### config.mk
export PLATFORM = sky130hd
export DESIGN_NAME = bus_cycle_stepper
export DESIGN_NICKNAME = d
export VERILOG_FILES = /design/src/rtl/bus_cycle_stepper.sv
export SDC_FILE = /design/constraint.sdc
export NUM_CORES = 1
export LEC_CHECK = 0
export ABC_AREA = 0
export BUFFER_PORTS_ARGS = -buffer_cell sky130_fd_sc_hd__buf_2
export CAP_MARGIN = 20
export CORE_MARGIN = 10
export CORE_UTILIZATION = 58
export CTS_BUF_LIST = sky130_fd_sc_hd__clkbuf_4 sky130_fd_sc_hd__clkbuf_8
export DETAILED_ROUTE_END_ITERATION = 6
export GPL_ROUTABILITY_DRIVEN = 1
export GPL_TIMING_DRIVEN = 0
export HOLD_SLACK_MARGIN = 0.1
export PLACE_DENSITY = 0.82
export SLEW_MARGIN = 20
export SYNTH_ARGS = -nofsm -noshare
export SYNTH_HDL_FRONTEND = slang
export SYNTH_SLANG_ARGS = --single-unit
### constraint.sdc
create_clock -name MCLK_IN -period 2.1 [get_ports MCLK_IN]
set_input_delay 0.315 -clock MCLK_IN [delete_from_list [all_inputs] [get_ports MCLK_IN]]
set_output_delay 0.315 -clock MCLK_IN [all_outputs]
set_load 0.005 [all_outputs]
### src/rtl/bus_cycle_stepper.sv
// bus_cycle_stepper: single/burst bus-cycle stepper for the 68000 debug path.
// Debounces the STEP switch and gates the bus-cycle enable going to DTACK
// generation: free run, one cycle per press, or BURST_IN cycles per press.
// Optional feature macro: STEPPER_BREAK_EN adds an address breakpoint that
// drops free run into paused step mode and withholds the matching cycle.
module bus_cycle_stepper #(
   parameter int DEBOUNCE_CYCLES = 4096,
   parameter int BURST_W         = 8,
   parameter int ADDR_W          = 24
) (
   input  logic               MCLK_IN,
   input  logic               RESET_IN,
   input  logic               STEPEN_IN,
   input  logic               STEP_IN,
   input  logic [BURST_W-1:0] BURST_IN,
   input  logic               ENABLE_IN,
`ifdef STEPPER_BREAK_EN
   input  logic [ADDR_W-1:0]  ADDR_IN,
   input  logic [ADDR_W-1:0]  BREAK_ADDR_IN,
   input  logic               BREAK_VALID_IN,
   output logic               BREAK_HIT_OUT,
`endif
   output logic               ENABLE_EXECUTE,
   output logic               STEP_FILTERED,
   output logic               PAUSED_OUT,
   output logic [BURST_W-1:0] CYCLES_LEFT
);

   localparam int CNT_W = $clog2(DEBOUNCE_CYCLES);
   localparam logic [CNT_W-1:0] CNT_MAX = CNT_W'(DEBOUNCE_CYCLES - 1);

   localparam logic [1:0] ST_PASS = 2'd0;
   localparam logic [1:0] ST_HOLD = 2'd1;
   localparam logic [1:0] ST_RUN  = 2'd2;
   localparam logic [1:0] ST_REL  = 2'd3;

   logic             stepen_s1, stepen_s2;
   logic             step_s1, step_s2;
   logic [CNT_W-1:0] db_cnt;
   logic             filt_prev;
   logic             en_prev;
   logic [1:0]       state;
   logic             press;
   logic             cyc_end;
   logic             break_trig;
   logic             break_latch;
   logic [BURST_W-1:0] burst_load;

   // two-flop synchronisers for the asynchronous switches
   always_ff @(posedge MCLK_IN) begin
      if (RESET_IN) begin
         stepen_s1 <= 1'b0;
         stepen_s2 <= 1'b0;
         step_s1   <= 1'b0;
         step_s2   <= 1'b0;
      end else begin
         stepen_s1 <= STEPEN_IN;
         stepen_s2 <= stepen_s1;
         step_s1   <= STEP_IN;
         step_s2   <= step_s1;
      end
   end

   // debounce: the synced level must disagree for DEBOUNCE_CYCLES samples in a row
   always_ff @(posedge MCLK_IN) begin
      if (RESET_IN) begin
         db_cnt        <= '0;
         STEP_FILTERED <= 1'b0;
      end else if (step_s2 == STEP_FILTERED) begin
         db_cnt <= '0;
      end else if (db_cnt == CNT_MAX) begin
         db_cnt        <= '0;
         STEP_FILTERED <= ~STEP_FILTERED;
      end else begin
         db_cnt <= db_cnt + CNT_W'(1);
      end
   end

   // previous-value registers for press and bus-cycle-end edge detection
   always_ff @(posedge MCLK_IN) begin
      if (RESET_IN) begin
         filt_prev <= 1'b0;
         en_prev   <= 1'b0;
      end else begin
         filt_prev <= STEP_FILTERED;
         en_prev   <= ENABLE_IN;
      end
   end

   assign press      = STEP_FILTERED & ~filt_prev;
   assign cyc_end    = en_prev & ~ENABLE_IN;
   assign burst_load = (BURST_IN == '0) ? BURST_W'(1) : BURST_IN;

`ifdef STEPPER_BREAK_EN
   assign break_trig = ENABLE_IN & ~en_prev & BREAK_VALID_IN & (ADDR_IN == BREAK_ADDR_IN);

   // break latch keeps us paused until a press releases the withheld cycle
   always_ff @(posedge MCLK_IN) begin
      if (RESET_IN) begin
         break_latch   <= 1'b0;
         BREAK_HIT_OUT <= 1'b0;
      end else begin
         BREAK_HIT_OUT <= (state == ST_PASS) && break_trig;
         if ((state == ST_PASS) && break_trig)
            break_latch <= 1'b1;
         else if ((state == ST_HOLD) && press)
            break_latch <= 1'b0;
      end
   end
`else
   assign break_trig  = 1'b0;
   assign break_latch = 1'b0;
`endif

   // stepper FSM: gates ENABLE_IN and tracks the remaining burst
   always_ff @(posedge MCLK_IN) begin
      if (RESET_IN) begin
         state          <= ST_PASS;
         ENABLE_EXECUTE <= 1'b0;
         CYCLES_LEFT    <= '0;
      end else begin
         case (state)
            ST_PASS: begin
               if (break_trig || stepen_s2) begin
                  state          <= ST_HOLD;
                  ENABLE_EXECUTE <= 1'b0;
               end else begin
                  ENABLE_EXECUTE <= ENABLE_IN;
               end
            end
            ST_HOLD: begin
               ENABLE_EXECUTE <= 1'b0;
               if (press) begin
                  state       <= ST_RUN;
                  CYCLES_LEFT <= burst_load;
               end else if (!stepen_s2 && !break_latch) begin
                  state <= ST_PASS;
               end
            end
            ST_RUN: begin
               ENABLE_EXECUTE <= ENABLE_IN;
               if (!stepen_s2) begin
                  // leaving step mode abandons the rest of the burst
                  state       <= ST_PASS;
                  CYCLES_LEFT <= '0;
               end else if (cyc_end && (CYCLES_LEFT != '0)) begin
                  CYCLES_LEFT <= CYCLES_LEFT - BURST_W'(1);
                  if (CYCLES_LEFT == BURST_W'(1))
                     state <= ST_REL;
               end
            end
            ST_REL: begin
               // wait for STEP release so a held press cannot re-trigger
               ENABLE_EXECUTE <= 1'b0;
               if (!STEP_FILTERED)
                  state <= (!stepen_s2 && !break_latch) ? ST_PASS : ST_HOLD;
            end
            default: begin
               state          <= ST_PASS;
               ENABLE_EXECUTE <= 1'b0;
               CYCLES_LEFT    <= '0;
            end
         endcase
      end
   end

   assign PAUSED_OUT = (state == ST_HOLD) || (state == ST_REL);

endmodule
==> results by stage, run 1 <==
GRT:
- The first global-routing pass estimated 5837 um of wire.
- For this run the aggregate overflow at the end of global routing stands at 0.
- Entering global routing, the biggest net connects 11 pins.
- The number of antenna violations at the first check in global routing is 0.
- The total track usage is 0.1384.
- The number of global-route vias before repair is 1343.

Yosys:
- The fraction of synthesized cell area taken by the top area cell type is 0.4040.
- The number of nets in the synthesized netlist is 188.
- The cell accounting for the most synthesized area is dfxtp_1.
- The count of unique library cells instantiated by Yosys is 45.
- Synthesis inferred 30 register bits.
- Counting flops with a built-in enable in the synthesized netlist gives 0.
- The area of the mapped netlist is 1486 um2.
- The synthesis warning total is 0.
- Of the synthesized area, sequential elements account for 0.4040.
- Synthesis produced a netlist whose cell count is 171.
- For this run, the leading register cell type out of synthesis is dfxtp_1.
- For this run, asynchronously set or reset flops after synthesis account for 0.
- The synthesized area divided by synthesized cell count is 8.693 um2.
- By area the synthesized netlist is led by dfxtp_1, nand2_1, nor2_1, xnor2_1, ha_1.

Critical path:
- The slowest cell on the critical path is dfxtp_1.
- The buffers plus inverters on the worst setup path is 1.
- The startpoint identified for the worst register-to-register timing path is CYCLES_LEFT[0].
- The largest stage delay on the critical path is 370 ps.
- The startpoint type of the worst setup path is a flop.
- The required time of the critical path is 2350 ps.
- Walking the worst path, the cells encountered are inv_1 -> ha_1 -> nand4bb_1 -> or3_1 -> a221o_1 -> a31oi_1.
- The worst reg-to-reg setup slack is 310 ps.
- Among cell families on the critical path, the largest total delay comes from simple AND/OR/NAND/NOR gates.
- In this run the critical register-to-register path is captured at CYCLES_LEFT[6].
- In this run the worst path has a maximum fanout of 6.
- The worst setup path is of the flop to flop kind.
- The worst setup path is captured at a flop.
- The worst register-to-register path has a depth of 6.
- STA puts the critical path data arrival time at 2040 ps.

Timing:
- The final-report max-slew violation count is 0.
- The time the final worst path needs with I/O delays and setup is 1785 ps.
- Setup total negative slack on the finished layout was measured at 0 ps.
- Measured against its own limit, the worst slew margin works out to 0.6253.
- Across all hold checks on the routed design, the worst slack comes to 198.4 ps.
- After layout, the worst setup slack is 314.7 ps.
- The final setup skew is 9.301 ps.
- Dividing the final minimum period by the clock period gives 0.8501.
- The hold violation total from the final report came to 0.
- Derived from the worst setup path, the maximum achievable clock frequency is 560.1 MHz.
- The number of failing setup endpoints in the final timing report is 0.
- Setup repair after global routing left no endpoint under its margin.
- The measured slew at the worst slew-check pin is 556.9 ps.

Outcome:
- The run finished with clean final reports.

Layout:
- The library cells used most frequently in the layout, excluding fill and tap cells, are dfxtp_1, buf_2, nor2_1, nand2_1.
- The layout has 210 filler cells.
- The number of antenna diodes in the final layout is 0.
- Across the whole layout, storage elements account for 600.6 um2.
- The filler-free cell count of the finished design is 231.
- The post-route cell area is 1698 um2.
- Compared with the post-synthesis result, the final layout area differs by 14.23%.
- The fraction of final layout cells with drive strength greater than 1 is 0.1841.
- The layout net count is 217.
- The commonest non-fill, non-tap cell in the layout is dfxtp_1.
- The multi-input gate area in the final layout is 823.3 um2.
- Once layout is complete, the utilization of the core stands at 0.6916.

Pwr:
- The static leakage is 0.6525 nW.
- Power spread over the standard cell area amounts to 584.2 nW/um2.
- The largest vdd supply drop is 0.4446 mV.
- The design draws 0.9919 mW.

Floorplanning:
- The initial utilization of the core area, before any placement, comes to 0.6055.
- The core region area is 2455 um2.
- The floorplan step defined a die boundary enclosing 4988 um2.
- The floorplan die width is 70.63 um.
- The vertical die dimension is 70.63 um.
- The I/O pin count is 24.
- The floorplan has 18 rows.

Clock tree:
- Once the clock tree was built, the setup fixing pass inserted 0 buffers.
- The H-tree depth is 2.
- The clock reaches the later pin of the worst-skew pair after 330 ps.
- The clock sink count is 30.
- The clock-pin slew reported for the worst setup and hold paths after clock tree synthesis is 90 ps.
- The root buffer cell chosen for the clock tree is clkbuf_4.
- The total of hold buffers inserted after clock tree synthesis is 0.
- The buffer levels on the longest clock path is 2.
- The CTS buffer count is 5.
- Post-CTS repair changed the size of 0 cells.
- TritonCTS built the clock tree.

Min path:
- The min-delay analysis places its worst path in the category input port to flop.
- The endpoint of the worst hold path is stepen_s1.
- The worst hold path stage count is 2.
- The startpoint of the worst hold path is STEPEN_IN.

Route:
- After the first detailed-routing iteration, the DRC count stood at 152.
- In this run the remaining antenna-violating nets after routing total 0.
- For this run, the detailed router's first-pass iteration total came to 4.
- The post-route DRC violation count is 0.
- Using the TritonRoute via totals, the vias-per-cell ratio works out to 5.957.
- After detailed routing, the average wire length per cell comes to 14.43 um.
- Wires add up to 3334 um.
- The final route contains 1376 vias.

Place:
- The final weighted congestion in routability-driven placement is 0.8736.
- The sum of net half-perimeters after detailed placement is 2530 um.
- The number of buffers inserted by port buffering is 22.
- Prior to clock tree synthesis, the placed netlist has a worst setup slack of 377.4 ps.
- Once placement finished, the instance area stood at 1634 um2.
- The number of cells in the design after placement is 223.

Flow run:
- Across the run, the number of max-cap violations was 0.
routing by layer:
layer  track usage  part of all wire  vias to the layer above
met5             0                 0                        -
met4       0.07312             0.018                        0
met3       0.05439             0.092                        9
met2        0.2126              0.43                       54
met1        0.1625              0.46                      631
li1              -                 -                      682
state kept, by name (all words and copies together), names as in the netlist:
| name | cells |
|---|---|
| ENABLE_EXECUTE | 1 |
| STEP_FILTERED | 1 |
| state | 2 |
| db_cnt | 12 |
| stepen_s1 | 1 |
| en_prev | 1 |
| step_s1 | 1 |
| step_s2 | 1 |
| filt_prev | 1 |
| stepen_s2 | 1 |
| CYCLES_LEFT | 8 |
worst max-delay path by stage:
stage | from | depth (start not counted) | slack [ps] | end
after detailed placement | db_cnt[0] | 6 | 380 | db_cnt[2]
after global placement | CYCLES_LEFT[0] | 6 | 440 | CYCLES_LEFT[6]
final | CYCLES_LEFT[0] | 6 | 310 | CYCLES_LEFT[6]
after global routing | db_cnt[0] | 6 | 160 | db_cnt[5]
after floorplan | CYCLES_LEFT[4] | 4 | 560 | CYCLES_LEFT[6]
after CTS | CYCLES_LEFT[0] | 6 | 360 | CYCLES_LEFT[6]
Yosys cell counts, types with 3 or more instances:
library cell / number
nor4_1: 6
o21ai_0: 3
and4_1: 3
nand2_1: 17
nor2b_1: 6
nand2b_1: 3
inv_1: 7
dfxtp_1: 30
nor2_1: 17
nor3_1: 3
ha_1: 4
nand4_1: 5
nand3_1: 6
or3_1: 4
xnor2_1: 6
xor2_1: 5
a21oi_1: 7
area by class of cell:
class                           instances  share of cell area
Inverter                                7             0.01548
Clock buffer                            7             0.03464
Sequential cell                        30              0.3537
Tap cell                               30             0.02211
Timing Repair Buffer                   22             0.06485
Multi-Input combinational cell        128              0.4849
Clock inverter                          1            0.002948
Buffer                                  6             0.02137
logic make-up (layout without fill, tap and decap cells):
logic type | Yosys count | after routing | synth area share
simple gates | 80 | 80 | 0.2921
fa+ha+maj | 4 | 4 | 0.03367
flops | 30 | 30 | 0.4040
mux | 1 | 1 | 0.006734
buf+inv | 13 | 43 | 0.04209
compound gates | 32 | 32 | 0.1566
xor+xnor | 11 | 11 | 0.06481
report_power, final:
part           leakage (nW)  switching [mW]  internal [mW]
sequential            0.243         0.00448          0.575
clock                0.0387           0.194          0.175
combinational         0.371          0.0229         0.0205
Power figures use the tool's default switching activity.
==> run 2, diff against run 1 <==
- clock period: 2.1 -> 1.7 ns (I/O delays scaled with it)
==> results by stage, run 2 (synthesis results as in run 1) <==
Outcome:
- The flow ran to the end, and the final reports show no timing, DRC or antenna violations.

Floorplanning:
- The die footprint is 4988 um2 (unchanged).
- The number of rows created at floorplan is 18 (unchanged).
- The floorplan die width is 70.63 um (unchanged).
- The core region area is 2455 um2 (unchanged).
- The I/O pin count came to 24 (unchanged).
- The effective utilization at floorplan came to 0.6055 (unchanged).
- The vertical die dimension is 70.63 um (unchanged).

GRT:
- The total track usage was 0.1381 (-0.0002836).
- The number of global-route vias before repair is 1344 (+0.074%).
- The largest net degree at the start of global routing is 11 (unchanged).
- The number of antenna violations at the first check in global routing is 0 (unchanged).
- The global-route wire length before repair was 5823 um (-0.24%).
- The total global routing overflow came to 0 (unchanged).

Clock tree:
- The total of hold buffers inserted after clock tree synthesis is 0 (unchanged).
- The cell at the root of the clock tree is clkbuf_4.
- The clock sink count is 30 (unchanged).
- The CTS buffer count is 5 (unchanged).
- The clock-pin slew reported for the worst setup and hold paths after clock tree synthesis was 90 ps (about the same).
- The H-tree depth is 2 (unchanged).
- The number of post-CTS setup repair buffers is 0 (unchanged).
- TritonCTS built the clock tree.
- The buffer levels on the longest clock path is 2 (unchanged).
- The clock latency on the worst-skew pair is 340 ps (about the same).

Critical path:
- The endpoint class of the critical path is a flop.
- The critical path is of the flop to flop type.
- The data arrival time at the worst-slack endpoint is 1910 ps (-130 ps).
- The required time of the critical path is 1960 ps (-390 ps).
- The worst setup path is launched from a flop.
- The maximum fanout count along the critical path is 7 (+1).

Timing:
- The part of the cycle the worst path needs is 0.9715 (+0.1213).
- The maximum operating frequency came to 605.5 MHz (+8.1%).
- The number of failing setup endpoints in the final timing report is 0 (unchanged).
- The headroom to the max-slew limit was 0.6733 (+0.04801).
- The final-report max-slew violation count is 0 (unchanged).
- The final setup skew is 9.472 ps (+0.1706 ps).
- The measured slew at the worst slew-check pin was 485.6 ps (-71.36 ps).
- The time the final worst path needs with I/O delays and setup is 1651 ps (-133.8 ps).
- The hold violation total from the final report is 0 (unchanged).
- The total negative slack was 0 ps (unchanged).

Layout:
- The post-route cell area is 1728 um2 (+1.8%).
- The count of filler cells inserted in the layout is 199 (-5.2%).
- The filler-free cell count of the finished design came to 230 (-0.43%).
- The synthesis-to-finish area growth is 16.25%.
- The layout net count is 216 (-0.46%).
- The register containing the most flip-flops in the final layout is db_cnt.
- The fraction of final layout cells with drive strength greater than 1 is 0.2450 (+0.06092).
- The antenna cell count was 0 (unchanged).
- Leaving out fill and tap cells, the most frequent cells in the layout are dfxtp_1, buf_2, nor2_1, nand2_1, a21oi_1.
- The post-layout utilization of the core is 0.7039 (+0.01223).
- The largest registers in the layout are db_cnt: 12 flops, CYCLES_LEFT: 8 flops, state: 2 flops.
- The flip-flop count of the largest register after layout came to 12 (unchanged).

Place:
- The sum of net half-perimeters after detailed placement is 2530 um (unchanged).
- The number of buffers inserted by port buffering is 22 (unchanged).
- The final weighted congestion in routability-driven placement is 0.8736 (unchanged).
- The standard cell area after detailed placement is 1634 um2 (unchanged).
- The number of cells in the design after placement is 223 (unchanged).

Pwr:
- The static leakage is 0.6592 nW (+1.0%).
- The largest vdd supply drop is 0.5488 mV (+23%).
- The total power density per cell area came to 713.8 nW/um2 (+22%).

Route:
- The number of nets with antenna violations after detailed routing is 0 (unchanged).
- The via total after detailed routing was 1412 (+2.6%).
- The length of routed wiring on met1 is 1556 um (+1.8%).
- The post-route DRC violation count is 0 (unchanged).
- The number of search-and-repair iterations in the first detailed-routing pass is 4 (unchanged).
- The total wire length after detailed routing came to 3503 um (+5.1%).
- The average wire length per cell after detail routing is 15.23 um (+5.5%).
- The highest routed metal layer is met4.
- The met2 wire length is 1559 um (+8.4%).
- The detailed-route vias per instance came to 6.139 (+3.1%).
- The length of routed met3 wiring is 343 um (+12%).
- The number of design-rule violations left by the first detailed-router iteration came to 169 (+11%).

Min path:
- In this run the worst hold path is classified as input port to flop.

Flow run:
- The count of maximum capacitance violations was 0 (unchanged).
-- run 2: path summary, 6_finish.rpt --
kind                  start              to  slack (ps)  cells after the start
min               STEPEN_IN       stepen_s1         130                      2
max reg2reg  CYCLES_LEFT[4]  CYCLES_LEFT[6]          50                      4
min reg2reg         step_s1         step_s2         440                      1
max          CYCLES_LEFT[4]  CYCLES_LEFT[6]          50                      4
-- run 2: timing repair --
action / CTS / global route
gates resized for setup: 2 / 11
setup endpoints to repair: 11 / 19
gates cloned: 0 / 0
-- run 2: layout make-up --
type	count	area (um2)	area share
Inverter	7	26.28	0.01521
Tap cell	30	37.54	0.02172
Timing Repair Buffer	22	110.1	0.06372
Clock inverter	1	5.005	0.002896
Sequential cell	30	608.1	0.3519
Multi-Input combinational cell	128	849.6	0.4917
Clock buffer	7	58.81	0.03403
Buffer	5	32.53	0.01883
-- run 2: per-layer routing --
metal | GRT usage | up-vias
met3 | 0.05439 | 4
met2 | 0.2116 | 70
met1 | 0.1625 | 659
met5 | 0 | -
met4 | 0.07312 | 0
li1 | - | 679
-- run 2: critical path, cell delays in order, from the launching register on --
cell and delay (ps):
dfxtp_2 360, or3_1 390, or3_1 350, a221o_1 320, a31oi_1 150
-- run 2: per-stage QoR --
step | hold slack, ps | power, mW | setup slack (ps)
2_1_floorplan | 383.2 | 0.7605 | 155.5
3_3_place_gp | 419.2 | 0.7842 | 42.25
4_1_cts | 130.8 | 1.237 | 1.144
6_report | 132.0 | 1.233 | 48.51
5_1_grt | 134.7 | 1.281 | -33.34
3_5_place_dp | 432.7 | 0.7856 | -22.57
-- run 2: report_power, final --
part / internal (mW) / leakage [nW] / switching [mW]
Clock: 0.216 / 0.0387 / 0.246
Combinational: 0.0257 / 0.374 / 0.0290
Sequential: 0.711 / 0.246 / 0.00561
